### src/rtl/ufm_burst_fetcher.sv
// Burst fetcher: walks the UFM byte reader from a (start, length) command and
// streams the returned bytes out through a small FIFO with an end-of-burst marker.
module ufm_burst_fetcher #(
    parameter int LEN_W      = 16,
    parameter int FIFO_DEPTH = 4,
    parameter int TIMEOUT    = 4095
) (
    input  logic             clk,
    input  logic             rst,
    input  logic [14:0]      cmd_addr,
    input  logic [LEN_W-1:0] cmd_len,
    input  logic             cmd_valid,
    output logic             cmd_ready,
    input  logic             abort,
    output logic [7:0]       m_data,
    output logic             m_valid,
    input  logic             m_ready,
    output logic             m_last,
    output logic             busy,
    output logic             done,
    output logic             err,
    output logic [14:0]      ur_byte_addr,
    output logic             ur_read_en,
    output logic             ur_stall,
    input  logic [7:0]       ur_data,
    input  logic             ur_valid
);

    localparam int PTR_W = $clog2(FIFO_DEPTH);
    localparam int CNT_W = PTR_W + 1;
    localparam int TMO_W = (TIMEOUT > 1) ? $clog2(TIMEOUT + 1) : 1;

    typedef enum logic [1:0] {
        S_IDLE,
        S_REQ,
        S_GAP
    } state_e;

    state_e             state_q, state_d;
    logic [14:0]        addr_q, addr_d;
    logic [LEN_W-1:0]   rem_q, rem_d;
    logic [TMO_W-1:0]   tmo_q, tmo_d;
    logic               err_q, err_d;
    logic               done_q, done_d;
    logic               rd_en_q, rd_en_d;
    logic [PTR_W-1:0]   wr_ptr_q, wr_ptr_d;
    logic [PTR_W-1:0]   rd_ptr_q, rd_ptr_d;
    logic [CNT_W-1:0]   count_q, count_d;
    logic [8:0]         fifo_mem_q [FIFO_DEPTH];

    logic push;
    logic pop;
    logic head_last;
    logic tmo_hit;

    assign push      = (state_q == S_REQ) && rd_en_q && ur_valid;
    assign pop       = (count_q != '0) && m_ready;
    assign head_last = fifo_mem_q[rd_ptr_q][8];
    assign tmo_hit   = (TIMEOUT != 0) && (state_q == S_REQ) && rd_en_q && !ur_valid
                       && (tmo_q == TMO_W'(TIMEOUT - 1));

    // NOTE: combinational blocks use blocking '=' with every output defaulted first,
    // so later assignments override earlier ones and no latch is inferred.
    always_comb begin
        state_d  = state_q;
        addr_d   = addr_q;
        rem_d    = rem_q;
        tmo_d    = tmo_q;
        err_d    = err_q;
        done_d   = pop && head_last;
        wr_ptr_d = wr_ptr_q;
        rd_ptr_d = rd_ptr_q;
        count_d  = count_q;

        if (push) wr_ptr_d = wr_ptr_q + PTR_W'(1);
        if (pop)  rd_ptr_d = rd_ptr_q + PTR_W'(1);
        case ({push, pop})
            2'b10:   count_d = count_q + CNT_W'(1);
            2'b01:   count_d = count_q - CNT_W'(1);
            default: count_d = count_q;
        endcase

        case (state_q)
            S_IDLE: begin
                if (cmd_valid) begin
                    addr_d = cmd_addr;
                    rem_d  = cmd_len;
                    err_d  = 1'b0;
                    tmo_d  = '0;
                    if (cmd_len == '0) done_d  = 1'b1;
                    else               state_d = S_REQ;
                end
            end
            S_REQ: begin
                if (push) begin
                    addr_d  = addr_q + 15'd1;
                    rem_d   = rem_q - LEN_W'(1);
                    tmo_d   = '0;
                    state_d = S_GAP;
                end else if (tmo_hit) begin
                    err_d   = 1'b1;
                    tmo_d   = '0;
                    state_d = S_IDLE;
                end else if (rd_en_q) begin
                    tmo_d = tmo_q + TMO_W'(1);
                end
            end
            S_GAP: begin
                // One dead cycle so a reader still answering the old address is ignored.
                state_d = (rem_q != '0) ? S_REQ : S_IDLE;
            end
            default: state_d = S_IDLE;
        endcase

        if (abort) begin
            state_d  = S_IDLE;
            addr_d   = addr_q;
            rem_d    = rem_q;
            err_d    = err_q;
            tmo_d    = '0;
            done_d   = 1'b0;
            wr_ptr_d = '0;
            rd_ptr_d = '0;
            count_d  = '0;
        end
    end

    // Read request only while a FIFO slot is guaranteed for the returned byte.
    assign rd_en_d = (state_d == S_REQ) && (count_d != CNT_W'(FIFO_DEPTH));

    // NOTE: sequential state uses non-blocking '<=' so every flop samples pre-edge values.
    always_ff @(posedge clk or posedge rst) begin
        if (rst) begin
            state_q  <= S_IDLE;
            addr_q   <= '0;
            rem_q    <= '0;
            tmo_q    <= '0;
            err_q    <= 1'b0;
            done_q   <= 1'b0;
            rd_en_q  <= 1'b0;
            wr_ptr_q <= '0;
            rd_ptr_q <= '0;
            count_q  <= '0;
        end else begin
            state_q  <= state_d;
            addr_q   <= addr_d;
            rem_q    <= rem_d;
            tmo_q    <= tmo_d;
            err_q    <= err_d;
            done_q   <= done_d;
            rd_en_q  <= rd_en_d;
            wr_ptr_q <= wr_ptr_d;
            rd_ptr_q <= rd_ptr_d;
            count_q  <= count_d;
        end
    end

    // NOTE: FIFO storage is not reset; outputs that must read 0 from reset are
    // qualified by the reset occupancy count instead.
    always_ff @(posedge clk) begin
        if (push) fifo_mem_q[wr_ptr_q] <= {(rem_q == LEN_W'(1)), ur_data};
    end

    assign cmd_ready    = (state_q == S_IDLE);
    assign m_valid      = (count_q != '0);
    assign m_data       = fifo_mem_q[rd_ptr_q][7:0];
    assign m_last       = m_valid && head_last;
    assign busy         = (state_q != S_IDLE) || m_valid;
    assign done         = done_q;
    assign err          = err_q;
    assign ur_byte_addr = addr_q;
    assign ur_read_en   = rd_en_q;
    assign ur_stall     = 1'b0;

endmodule
### config.mk
export PLATFORM = sky130hd
export DESIGN_NAME = ufm_burst_fetcher
export DESIGN_NICKNAME = d
export VERILOG_FILES = /design/src/rtl/ufm_burst_fetcher.sv
export SDC_FILE = /design/constraint.sdc
export NUM_CORES = 1
export LEC_CHECK = 0
export CORE_UTILIZATION = 50
export CTS_CLUSTER_SIZE = 12
export DETAILED_ROUTE_END_ITERATION = 8
export PLACE_DENSITY = 0.72
export RECOVER_POWER = 25
export SLEW_MARGIN = 20
export SYNTH_ARGS = -nofsm -noshare
export SYNTH_HDL_FRONTEND = slang
export SYNTH_SLANG_ARGS = --single-unit
### constraint.sdc
create_clock -name clk -period 3.9 [get_ports clk]
set_input_delay 0.39 -clock clk [delete_from_list [all_inputs] [get_ports clk]]
set_output_delay 0.39 -clock clk [all_outputs]
set_load 0.05 [all_outputs]
# Yosys cells after proc, flatten, opt, wreduce, memory -nomap -nowiden
# Memories as Yosys holds them, arrays and structs flattened.
# Cells that the tools add are included.
[word_totals] memories=1 out_inout_bits=31 reg_bits=55 ram_bits=36 inputBits=45
[classes] bitwise_logic=1 n_addsub=7 reduce_logical=22 muxes=35 eq_ne=14
[memory_table] memory="fifo_mem_q" depth=4 word_bits=9 rd=1 rd_clocked_by_memory_dff=0 wr=1 line_no="49" source="logic [8:0] fifo_mem_q [FIFO_DEPTH];"
[ops] cell="2-to-1 mux 12 bit" n=5
[ops] cell="2-to-1 mux 16 bit" n=2
[ops] cell="one-hot mux 16 bit (2 select lines)" n=1
[ops] cell="2-to-1 mux 15 bit" n=2
[ops] cell="one-hot mux 15 bit (2 select lines)" n=1
[ops] cell="one-hot mux 12 bit (2 select lines)" n=1
[ops] cell="2-to-1 mux 2 bit" n=9
[ops] cell="equality test 16 x 1 -> 1 bit (second input constant)" n=1
[ops] cell="logical NOT 16 bit" n=1
[ops] cell="nonzero test 16 bit" n=1
[ops] cell="subtractor 16 x 1 -> 16 bit (second input constant)" n=1
[ops] cell="adder 15 x 1 -> 15 bit (second input constant)" n=1
[ops] cell="adder 12 x 1 -> 12 bit (second input constant)" n=1
[ops] cell="equality test 12 bit (second input constant)" n=1
[ops] cell="2-to-1 mux 1 bit" n=10
[ops] cell="logical AND 1 bit" n=8
[ops] cell="!= test 2 bit (second input constant)" n=4
[ops] cell="nonzero test 2 bit" n=4
[ops] cell="equality test 2 x 1 -> 1 bit (second input constant)" n=3
[ops] cell="one-hot mux 2 bit (3 select lines)" n=1
[ops] cell="one-hot mux 3 bit (2 select lines)" n=1
[ops] cell="nonzero test 3 bit" n=2
[ops] cell="!= test 5 bit (second input constant)" n=1
[ops] cell="AND reduction 5 bit" n=1
[ops] cell="other kinds (14)" n=16

# Depth between registers and ports, before layout
# Gate-level depths: netlist of the first run.
[depth] ltp_word=10 mapped_depth=11 ltp_nobuf=9

# Worst setup path before layout of the first run
# OpenSTA, ideal clock, no wires.
[synth_timing] kind="register to register" start="register rd_en_q, in the netlist ur_read_en" end="register rd_en_q, in the netlist ur_read_en" t_required_ns=3.760 path_slack_ns=1.067 arrival_ns=2.693 synth_period_minus_slack_ns=2.833 setup_time_ns=0.140 path_stages_with_launch=10 n_path_buf=0 cell_sequence="dfrtp_1 > nand2_1 > nor2_1 > inv_1 > ha_1 > fa_1 > xnor2_1 > or3_1 > a2111oi_0 > a211oi_1"
[synth_between] elab_chain_len=9
[synth_lines] item="from (decl)" line_no="45" source="logic rd_en_q, rd_en_d;"
[synth_lines] item="from (signal assigned)" line_no="151" source="rd_en_q <= rd_en_d;"
[synth_lines] item="logical AND 1 bit *" line_no="56, 59"
[synth_lines] item="logical AND 1 bit" line_no="59" source="assign tmo_hit = (TIMEOUT != 0) && (state_q == S_REQ) && rd_en_q && !ur_valid"
[synth_lines] item="logical AND 1 bit" line_no="60" source="&& (tmo_q == TMO_W'(TIMEOUT - 1));"
[synth_lines] item="2-to-1 mux 2 bit" line_no="100" source="end else if (tmo_hit) begin"
[synth_lines] item="2-to-1 mux 2 bit" line_no="95" source="if (push) begin"
[synth_lines] item="one-hot mux 2 bit (3 select lines)" line_no="83" source="case (state_q)"
[synth_lines] item="2-to-1 mux 2 bit" line_no="115" source="if (abort) begin"
[synth_lines] item="equality test 2 x 1 -> 1 bit" line_no="129" source="assign rd_en_d = (state_d == S_REQ) && (count_d != CNT_W'(FIFO_DEPTH));"
[synth_lines] item="logical AND 1 bit *" line_no="129"
[synth_lines] item="named net rd_en_d" line_no="45"
# The timed path passes the listed nets; every way through them passes the cells marked *.
# A chain may end at the register's enable or synchronous reset.

# Worst setup path after layout of the first run
[layout_timing] start="register state_q[1]" end="register rd_en_q, in the netlist ur_read_en"
[layout_between] elab_chain_len=10
[layout_lines] item="from (decl)" line_no="39" source="state_e state_q, state_d;"
[layout_lines] item="from (signal assigned)" line_no="145" source="state_q <= state_d;"
[layout_lines] item="equality test 2 x 1 -> 1 bit" line_no="56, 59, 83"
[layout_lines] item="logical AND 1 bit" line_no="56, 59"
[layout_lines] item="logical AND 1 bit" line_no="59"
[layout_lines] item="logical AND 1 bit" line_no="60"
[layout_lines] item="2-to-1 mux 2 bit" line_no="100"
[layout_lines] item="2-to-1 mux 2 bit" line_no="95"
[layout_lines] item="one-hot mux 2 bit (3 select lines)" line_no="83"
[layout_lines] item="2-to-1 mux 2 bit" line_no="115"
[layout_lines] item="equality test 2 x 1 -> 1 bit" line_no="129"
[layout_lines] item="logical AND 1 bit *" line_no="129"
[layout_lines] item="named net rd_en_d" line_no="45"
# Marks and branches as above.

==> results.md, run 1 <==
- After synthesis, the netlist uses 66 different library cells.
- The port buffer count is 74.
- Relative to the synthesized area, the layout overhead comes to 20.7%.
- The worst hold-check path type is flip-flop to flip-flop.
- Leaving out filler cells and counting taps, the final layout contains 648.
- Dividing the detail-routed wire length by the instance count gives 16.6 um.
- The cell count along the critical path is 9.
- The signal arrival time at the worst endpoint is 3.25 ns.
- The floorplan core area is 9280 um^2.
- In the post-synthesis netlist, the cell with the most instances is sky130_fd_sc_hd__dfrtp_1.
- The first global-routing pass estimated 18200 um of wire.
- The part of the Yosys area used for sequential elements is 51.2%.
- The critical path is of the flip-flop to flip-flop type.
- The actual slew at the worst max-slew pin is 1.79 ns.
- The number of antenna diodes in the final layout is 0.
- The startpoint identified for the worst register-to-register timing path is state_q[1].
- The via count is 3904.
- The die area is 9990 um^2.
- For this design, the CTS-stage hold fixing added 0 buffers.
- The clock tree synthesis step divided the H-tree into 3 levels.
- The tree is rooted in a sky130_fd_sc_hd__clkbuf_8.
- Averaged over all synthesized cells, the footprint is 10.6 um^2.
- The number of cells produced by synthesis is 454.
- The number of buffers added for setup after CTS is 0.
- Counting every sink on the clock net gives 91.
- In the routed design, unresolved DRC markers number 0.
- The fraction of final layout cells sized beyond drive strength 1 is 6.94%.
- The peak fanout along the critical path is 11.
- In this run the critical register-to-register path is captured at ur_read_en.
- The final wirelength is 10800 um.
- The tool flagged a number of max-cap violations equal to 1.
- The die span in y is 100 um.
- The via count of the first global-routing pass is 3681.
- In this run the power density over the cells is 493 nW/um^2.
- Counting the fill cells in the layout gives 797.
- The placed wire-length estimate after detailed placement is 7370 um.
- During synthesis, Yosys emitted a total of 0 warnings.
- Entering global routing, the biggest net connects 54 pins.
- The global route total overflow is 0.
- Setup violations remaining at the end of the flow were counted as 0.
- The utilization after layout is 62.4%.
- Of all cell types, the one taking the most synthesized area is sky130_fd_sc_hd__dfrtp_1.
- For this run, the post-layout net count is 571.
- TritonCTS built the clock tree.
- The number of buffers and inverters on the critical path is 1.
- The post-synthesis instance area is 4800 um^2.
- The async set-or-reset flop fraction in the synthesized netlist is 60.4%.
- The kind of start point of the critical path is a flip-flop.
- The count of flip-flops with a built-in enable after synthesis is 36.
- The number of antenna violations at the first check in global routing came to 0.
- In the post-synthesis netlist, the biggest area contributors are sky130_fd_sc_hd__dfrtp_1 29%, sky130_fd_sc_hd__edfxtp_1 23%, sky130_fd_sc_hd__mux4_2 4.2%.
- No sink is reached through more buffers than the 2 on the longest clock path.
- Summed over its instances, the top area cell type makes up 28.7% of the synthesized netlist area.
- The count of nets left with antenna violations after detail routing is 0.
- The end of the critical path is ur_read_en.
- The cell total after placement is 632.
- In this run the tightest slew margin relative to its limit is -19.6%.
- The launch point of the critical path is state_q[1].
- At the end of routability-driven placement, the weighted congestion stood at 0.881.
- Before antenna repair, the detailed router went through 4 iterations.
- The net count after synthesis is 511.
- The initial DRC count is 356.
- In this design, the largest share of critical-path delay is due to simple AND/OR/NAND/NOR gates.
- The number of vias per cell after detailed routing is 6.02.
- The floorplan step set the die width to 100 um.
- The combined global-route utilization of all metal layers is 23.1%.
- The number of pins exceeding their max-slew limit in the final report came to 47.
- Derived from the worst setup path, the maximum achievable clock frequency is 0.331 GHz.
- The final number of hold-violating endpoints was 0.
- The required time of the critical path is 4.13 ns.
- The run finished, with violations left.
- The maximum vdd drop is 0.000385 V.
- The minimum clock period is 3.02 ns.
- Setup repair after global routing left no endpoint under its margin.
- The number of gates resized after CTS was 0.
- During I/O placement, the number of pins put on the boundary was 76.
- The reported leakage power is 0.00212 uW.
- The total of flip-flops plus latches after synthesis is 91.
- The most used flip-flop cell after synthesis is sky130_fd_sc_hd__dfrtp_1.
- The count of standard-cell rows is 35.
- The clock reaches the later pin of the worst-skew pair after 0.36 ns.
- The final reports fail on max-capacitance violations, max-slew violations.
- The critical path goes through nand2b_1 -> nor2_1 -> inv_1 -> ha_1 -> fa_1 -> xnor2_1 -> or3_1 -> a2111oi_0 -> a211oi_1.
- The share of the clock period used by the worst path after layout is 77.4%.
- By count the netlist is led by 55 x sky130_fd_sc_hd__dfrtp_1, 43 x sky130_fd_sc_hd__nand2_1, 36 x sky130_fd_sc_hd__edfxtp_1.
- The CTS clock-pin slew for the worst setup and hold paths is 0.09 ns.
- For this run, the slowest stage of the critical path takes 0.51 ns.
- On the critical path, the stage with the largest delay is an instance of sky130_fd_sc_hd__dfrtp_1.
- Across all register-to-register paths, the minimum setup slack is 0.88 ns.
- For the final database, setup skew stands at 0.0132 ns.
- In the final timing run, aggregate negative setup slack is 0 ns.
- The number of cells on the worst reg-to-reg path is 9.
- The initial utilization of the core area, before any placement, comes to 51.7%.
- STA classifies the critical path endpoint as a flip-flop.
- The total clock buffers created by CTS is 9.
- The number of cells on the worst hold path is 1.
## worst register-to-register path, cell delays in order, from the launching register on
cell and delay (ns):
sky130_fd_sc_hd__dfrtp_1 0.51, sky130_fd_sc_hd__nand2b_1 0.22, sky130_fd_sc_hd__nor2_1 0.36, sky130_fd_sc_hd__inv_1 0.14, sky130_fd_sc_hd__ha_1 0.26, sky130_fd_sc_hd__fa_1 0.39, sky130_fd_sc_hd__xnor2_1 0.15, sky130_fd_sc_hd__or3_1 0.33
sky130_fd_sc_hd__a2111oi_0 0.43, sky130_fd_sc_hd__a211oi_1 0.09
## metal layers
layer | global-route usage (%) | up-vias | share of wire (%)
met5 | 0 | - | 0
met4 | 8.26 | 0 | 1.0
met3 | 2.79 | 12 | 4.5
met2 | 35.5 | 122 | 47
met1 | 33.9 | 1923 | 47
li1 | - | 1847 | -
## registers in the layout, summed over array words and instances (netlist names)
register,flops
rd_ptr_q,2
done,1
wr_ptr_q,2
fifo_mem_q,36
ur_read_en,1
err,1
rem_q,16
count_q,3
state_q,2
tmo_q,12
ur_byte_addr,15
## layout make-up
cell class | instances | area [um^2] | share of cell area, %
Clock buffer | 10 | 128 | 2.20
Clock inverter | 6 | 48.8 | 0.842
Inverter | 14 | 52.6 | 0.907
Multi-Input combinational cell | 319 | 2170 | 37.4
Sequential cell | 91 | 2460 | 42.4
Tap cell | 129 | 161 | 2.79
Timing Repair Buffer | 79 | 778 | 13.4
## power by group
group	total [uW]	internal [uW]	switching, uW
registers	1320	1120	192
clock network	593	238	355
logic	946	361	586
total	2860	1720	1130
## cells in the final DEF (no fill, tap or decap), drive strengths merged, types with 5 or more instances in the layout
cell	n
a211oi	7
a21oi	28
a2bb2oi	7
a31oi	6
and2	10
and4	6
buf	5
clkbuf	10
clkdlybuf4s50	65
dfrtp	55
dlygate4sd3	9
edfxtp	36
ha	11
inv	16
mux4	9
nand2	43
nand3	16
nand4	10
nor2	30
nor3	9
nor4	9
o21ai	29
o22ai	11
or3	5
or4	8
## cells by family after synthesis
kind of cell	synth area share, %
other	0.0782
AND/OR/NAND/NOR	18.1
multiplexers	4.85
flip-flops	51.2
adder cells (fa/ha/maj)	3.29
buffers and inverters	3.96
AO/OA/AOI/OAI	17.2
XOR/XNOR	1.28
## worst min-delay path by stage
| stage | start | to | slack [ns] |
|---|---|---|---|
| 3_5_place_dp | tmo_q[11] | tmo_q[11] | 0.51 |
| 6_report | tmo_q[11] | tmo_q[11] | 0.53 |
| 5_1_grt | tmo_q[11] | tmo_q[11] | 0.56 |
| 2_1_floorplan | abort | count_q[1] | 0.47 |
| 4_1_cts | tmo_q[11] | tmo_q[11] | 0.53 |
| 3_3_place_gp | tmo_q[9] | tmo_q[9] | 0.50 |
## through the flow
step	cell area, um^2	total power [uW]	setup slack (ns)	hold WS [ns]
finish	5790	2860	0.880	0.528
global route	5790	3010	0.616	0.561
CTS	5780	2870	0.834	0.533
detailed placement	5610	2280	0.599	0.512
global placement	5610	2250	0.700	0.505
floorplan	4800	1950	1.07	0.466
Power figures use the tool's default switching activity.
==> inputs of run 2 (changes only) <==
==> constraint.sdc (replaced) <==
create_clock -name clk -period 3 [get_ports clk]
set_input_delay 0.3 -clock clk [delete_from_list [all_inputs] [get_ports clk]]
set_output_delay 0.3 -clock clk [all_outputs]
set_load 0.05 [all_outputs]
==> run 2 against run 1 <==
  * The flow now finishes without violations
  * Sequential power rose by 29%
  * First-iteration DRC count decreased by 38%
  * Die area did not move
  * Worst hold slack got worse by 0.11 ns
  * Total power up 37%
  * Critical endpoint is now m_last
  * Largest cell class unchanged
  * Highest routed layer unchanged
==> results.md, run 2 (synthesis gave the netlist of run 1 again) <==
- The logic gate share of total power is 32.2%.
- After floorplanning, the core was sized to cover 9280 um^2.
- The finished layout holds 658 standard cells, fillers aside.
- The library cell used most frequently in the layout, excluding fill and tap cells, is sky130_fd_sc_hd__clkdlybuf4s50_1.
- The worst setup path is launched from a flip-flop.
- The layout overhead on the synthesized area is 23.2%.
- The detail-routed net length per standard cell is 16.5 um.
- Setup repair after global routing left no endpoint under its margin.
- The CTS clock-pin slew for the worst setup and hold paths is 0.09 ns.
- After detailed routing, the number of remaining DRC violations is 0.
- The final number of hold-violating endpoints is 0.
- The longest clock path from root to sink contains 2 buffers.
- The worst setup path is of the flip-flop to output port kind.
- Static timing analysis puts the maximum clock frequency at 0.384 GHz.
- The initial utilization of the core area, before any placement, comes to 51.7%.
- The flip-flop count of the largest register, all copies and words added is 36.
- The clock drives 91 sinks.
- For this design the static power due to leakage is 0.00219 uW.
- The worst-case IR drop observed on VDD is 0.000508 V.
- Summed over all layers, the global routing overflow is 0.
- The required time of the critical path is 2.70 ns.
- The final clock skew is 0.0109 ns.
- After layout, the worst path uses 86.8% of the clock period.
- For the final routed database, the setup TNS stands at 0 ns.
- The number of placed instances, taps included, is 642.
- The quantity of gates resized following cts is 0.
- The clock tree root driver cell is sky130_fd_sc_hd__clkbuf_8.
- The final RePlAce weighted congestion is 0.901.
- Summing over every cut layer, the via total after detailed routing is 3868.
- Port buffering added 74 buffers.
- Leaving out fill and tap cells, the most frequent cells in the layout are 65 x sky130_fd_sc_hd__clkdlybuf4s50_1, 55 x sky130_fd_sc_hd__dfrtp_1, 43 x sky130_fd_sc_hd__nand2_1.
- The internal power is 2460 uW.
- The signal arrival time at the worst endpoint is 2.30 ns.
- For the finished layout, the period the worst path requires is 2.60 ns.
- The count of standard-cell rows is 35.
- The via count of the first global-routing pass was 3654.
- The clock tree synthesis step divided the H-tree into 3 levels.
- TritonCTS built the clock tree.
- Dividing the detail-routed via count by the number of cells gives 5.88.
- The number of I/O pins is 76.
- The net switching power figure is 1440 uW.
- Across the whole layout, storage elements account for 2460 um^2.
- The total placed instance area is 5680 um^2.
- The largest net degree at the start of global routing is 54.
- The clock latency of the later-clocked register in the worst-skew pair is 0.35 ns.
- Setup violations remaining at the end of the flow were counted as 0.
- The total clock buffers created by CTS is 9.
- The length of the first detailed-routing pass in iterations is 5.
- The min-delay analysis places its worst path in the category primary input to async pin.
- The setup slack of the worst register-to-register path is 0.45 ns.
- The quantity of hold-fixing buffers added after cts is 0.
- The count of nets left with antenna violations after detail routing is 0.
- In the final design database the tool counted 581 nets.
- The run finished with clean final reports.
- The design draws 3900 uW.
- The peak fanout along the critical path is 6.
- The combined global-route utilization of all metal layers is 22.7%.
- The actual slew at the worst max-slew pin is 1.12 ns.
- The floorplan step defined a die boundary enclosing 9990 um^2.
- The number of violations of the max-capacitance limit is 0.
- The clock network burns 24.3% of the power.
- The number of pins exceeding their max-slew limit in the final report was 0.
- The share of total power consumed by net switching is 37.0%.
- The filler cells instantiated in the layout total 769.
- More flip-flops sit in one register than any other, and that register is fifo_mem_q.
- The first global-routing pass estimated 17800 um of wire.
- The worst path meets setup with 0.396 ns of slack.
- The kind of end point of the critical path is an output port.
- The fraction of final layout cells sized beyond drive strength 1 is 8.70%.
- The detailed router finished its first iteration with 222 violations.
- The die span in y is 100 um.
- The overall die width is 100 um.
- The number of antenna violations at the first check in global routing is 0.
- The power density of the placed cells is 660 nW/um^2.
- The sequential share of power is 43.5%.
- After detailed routing, the total wire length is 10900 um.
- The placed wire-length estimate after detailed placement is 7660 um.
- Timing analysis after detailed placement gives a worst setup slack of 0.0797 ns.
- The diode insertion count for antenna repair is 0.
- The number of buffers added for setup after CTS is 0.
- The multi-input combinational cells in the finished layout cover a total of 2160 um^2.
- After routing the design area is 5910 um^2.
- The worst slew margin relative to its limit is 25.1%.
run 2: changes by cell type in the layout (fill, tap and decap cells not counted), sizes merged:
cell / change
clkinvlp: -3
clkbuf: +2
bufinv: +2
buf: +9
run 2: critical path: stages, from the launching register on:
cell,delay (ns)
sky130_fd_sc_hd__dfrtp_1,0.50
sky130_fd_sc_hd__mux4_2,0.58
sky130_fd_sc_hd__and2_1,0.18
sky130_fd_sc_hd__clkdlybuf4s50_1,0.69
run 2: path summary, 6_finish.rpt:
| check | start | end | depth (start not counted) |
|---|---|---|---|
| hold / removal | rst | ur_byte_addr[6] | 2 |
| setup reg to reg | count_q[1] | ur_read_en | 7 |
| hold reg to reg | tmo_q[11] | tmo_q[11] | 1 |
| min in group clk | cmd_addr[1] | ur_byte_addr[1] | 3 |
| setup / recovery | rd_ptr_q[0] | m_last | 3 |
| max in group asynchronous | rst | tmo_q[3] | 3 |
run 2: final cells by class:
class	count	share of cell area (%)
Clock inverter	5	1.40
Multi-Input combinational cell	319	36.5
Timing Repair Buffer	89	14.4
Tap cell	129	2.73
Clock buffer	11	2.56
Inverter	14	0.889
Sequential cell	91	41.6
run 2: routing by layer:
layer,wire length [um],vias up,global-route usage (%)
li1,-,1861,-
met1,4960,1866,32.1
met2,5230,127,36.2
met3,545,14,4.60
met4,149,0,5.66
met5,0,-,0
run 2: power groups by stage:
stage	combinational [uW]	clock (uW)	sequential (uW)
global route	1350	1020	1730
CTS	1260	973	1690
global placement	1230	0	1710
finish	1260	950	1700
floorplan	612	0	1930
detailed placement	1260	0	1720
run 2: per-stage QoR:
step	utilization, %	hold slack [ns]
6_report	63.7	0.416
3_5_place_dp	61.2	0.503
2_1_floorplan	-	0.376
3_3_place_gp	61.2	0.496
5_1_grt	63.7	0.453
4_1_cts	63.7	0.207
==> inputs of run 3 (changes only) <==
--- a/config.mk
+++ b/config.mk
@@ -5,12 +5,12 @@
 export SDC_FILE = /design/constraint.sdc
 export NUM_CORES = 1
 export LEC_CHECK = 0
+export CAP_MARGIN = 20
 export CORE_UTILIZATION = 50
 export CTS_CLUSTER_SIZE = 12
 export DETAILED_ROUTE_END_ITERATION = 8
 export PLACE_DENSITY = 0.72
 export RECOVER_POWER = 25
-export SLEW_MARGIN = 20
 export SYNTH_ARGS = -nofsm -noshare
 export SYNTH_HDL_FRONTEND = slang
 export SYNTH_SLANG_ARGS = --single-unit
==> results of run 3 <==
Same layout as run 2: the final DEF is identical, and so are final timing and power.
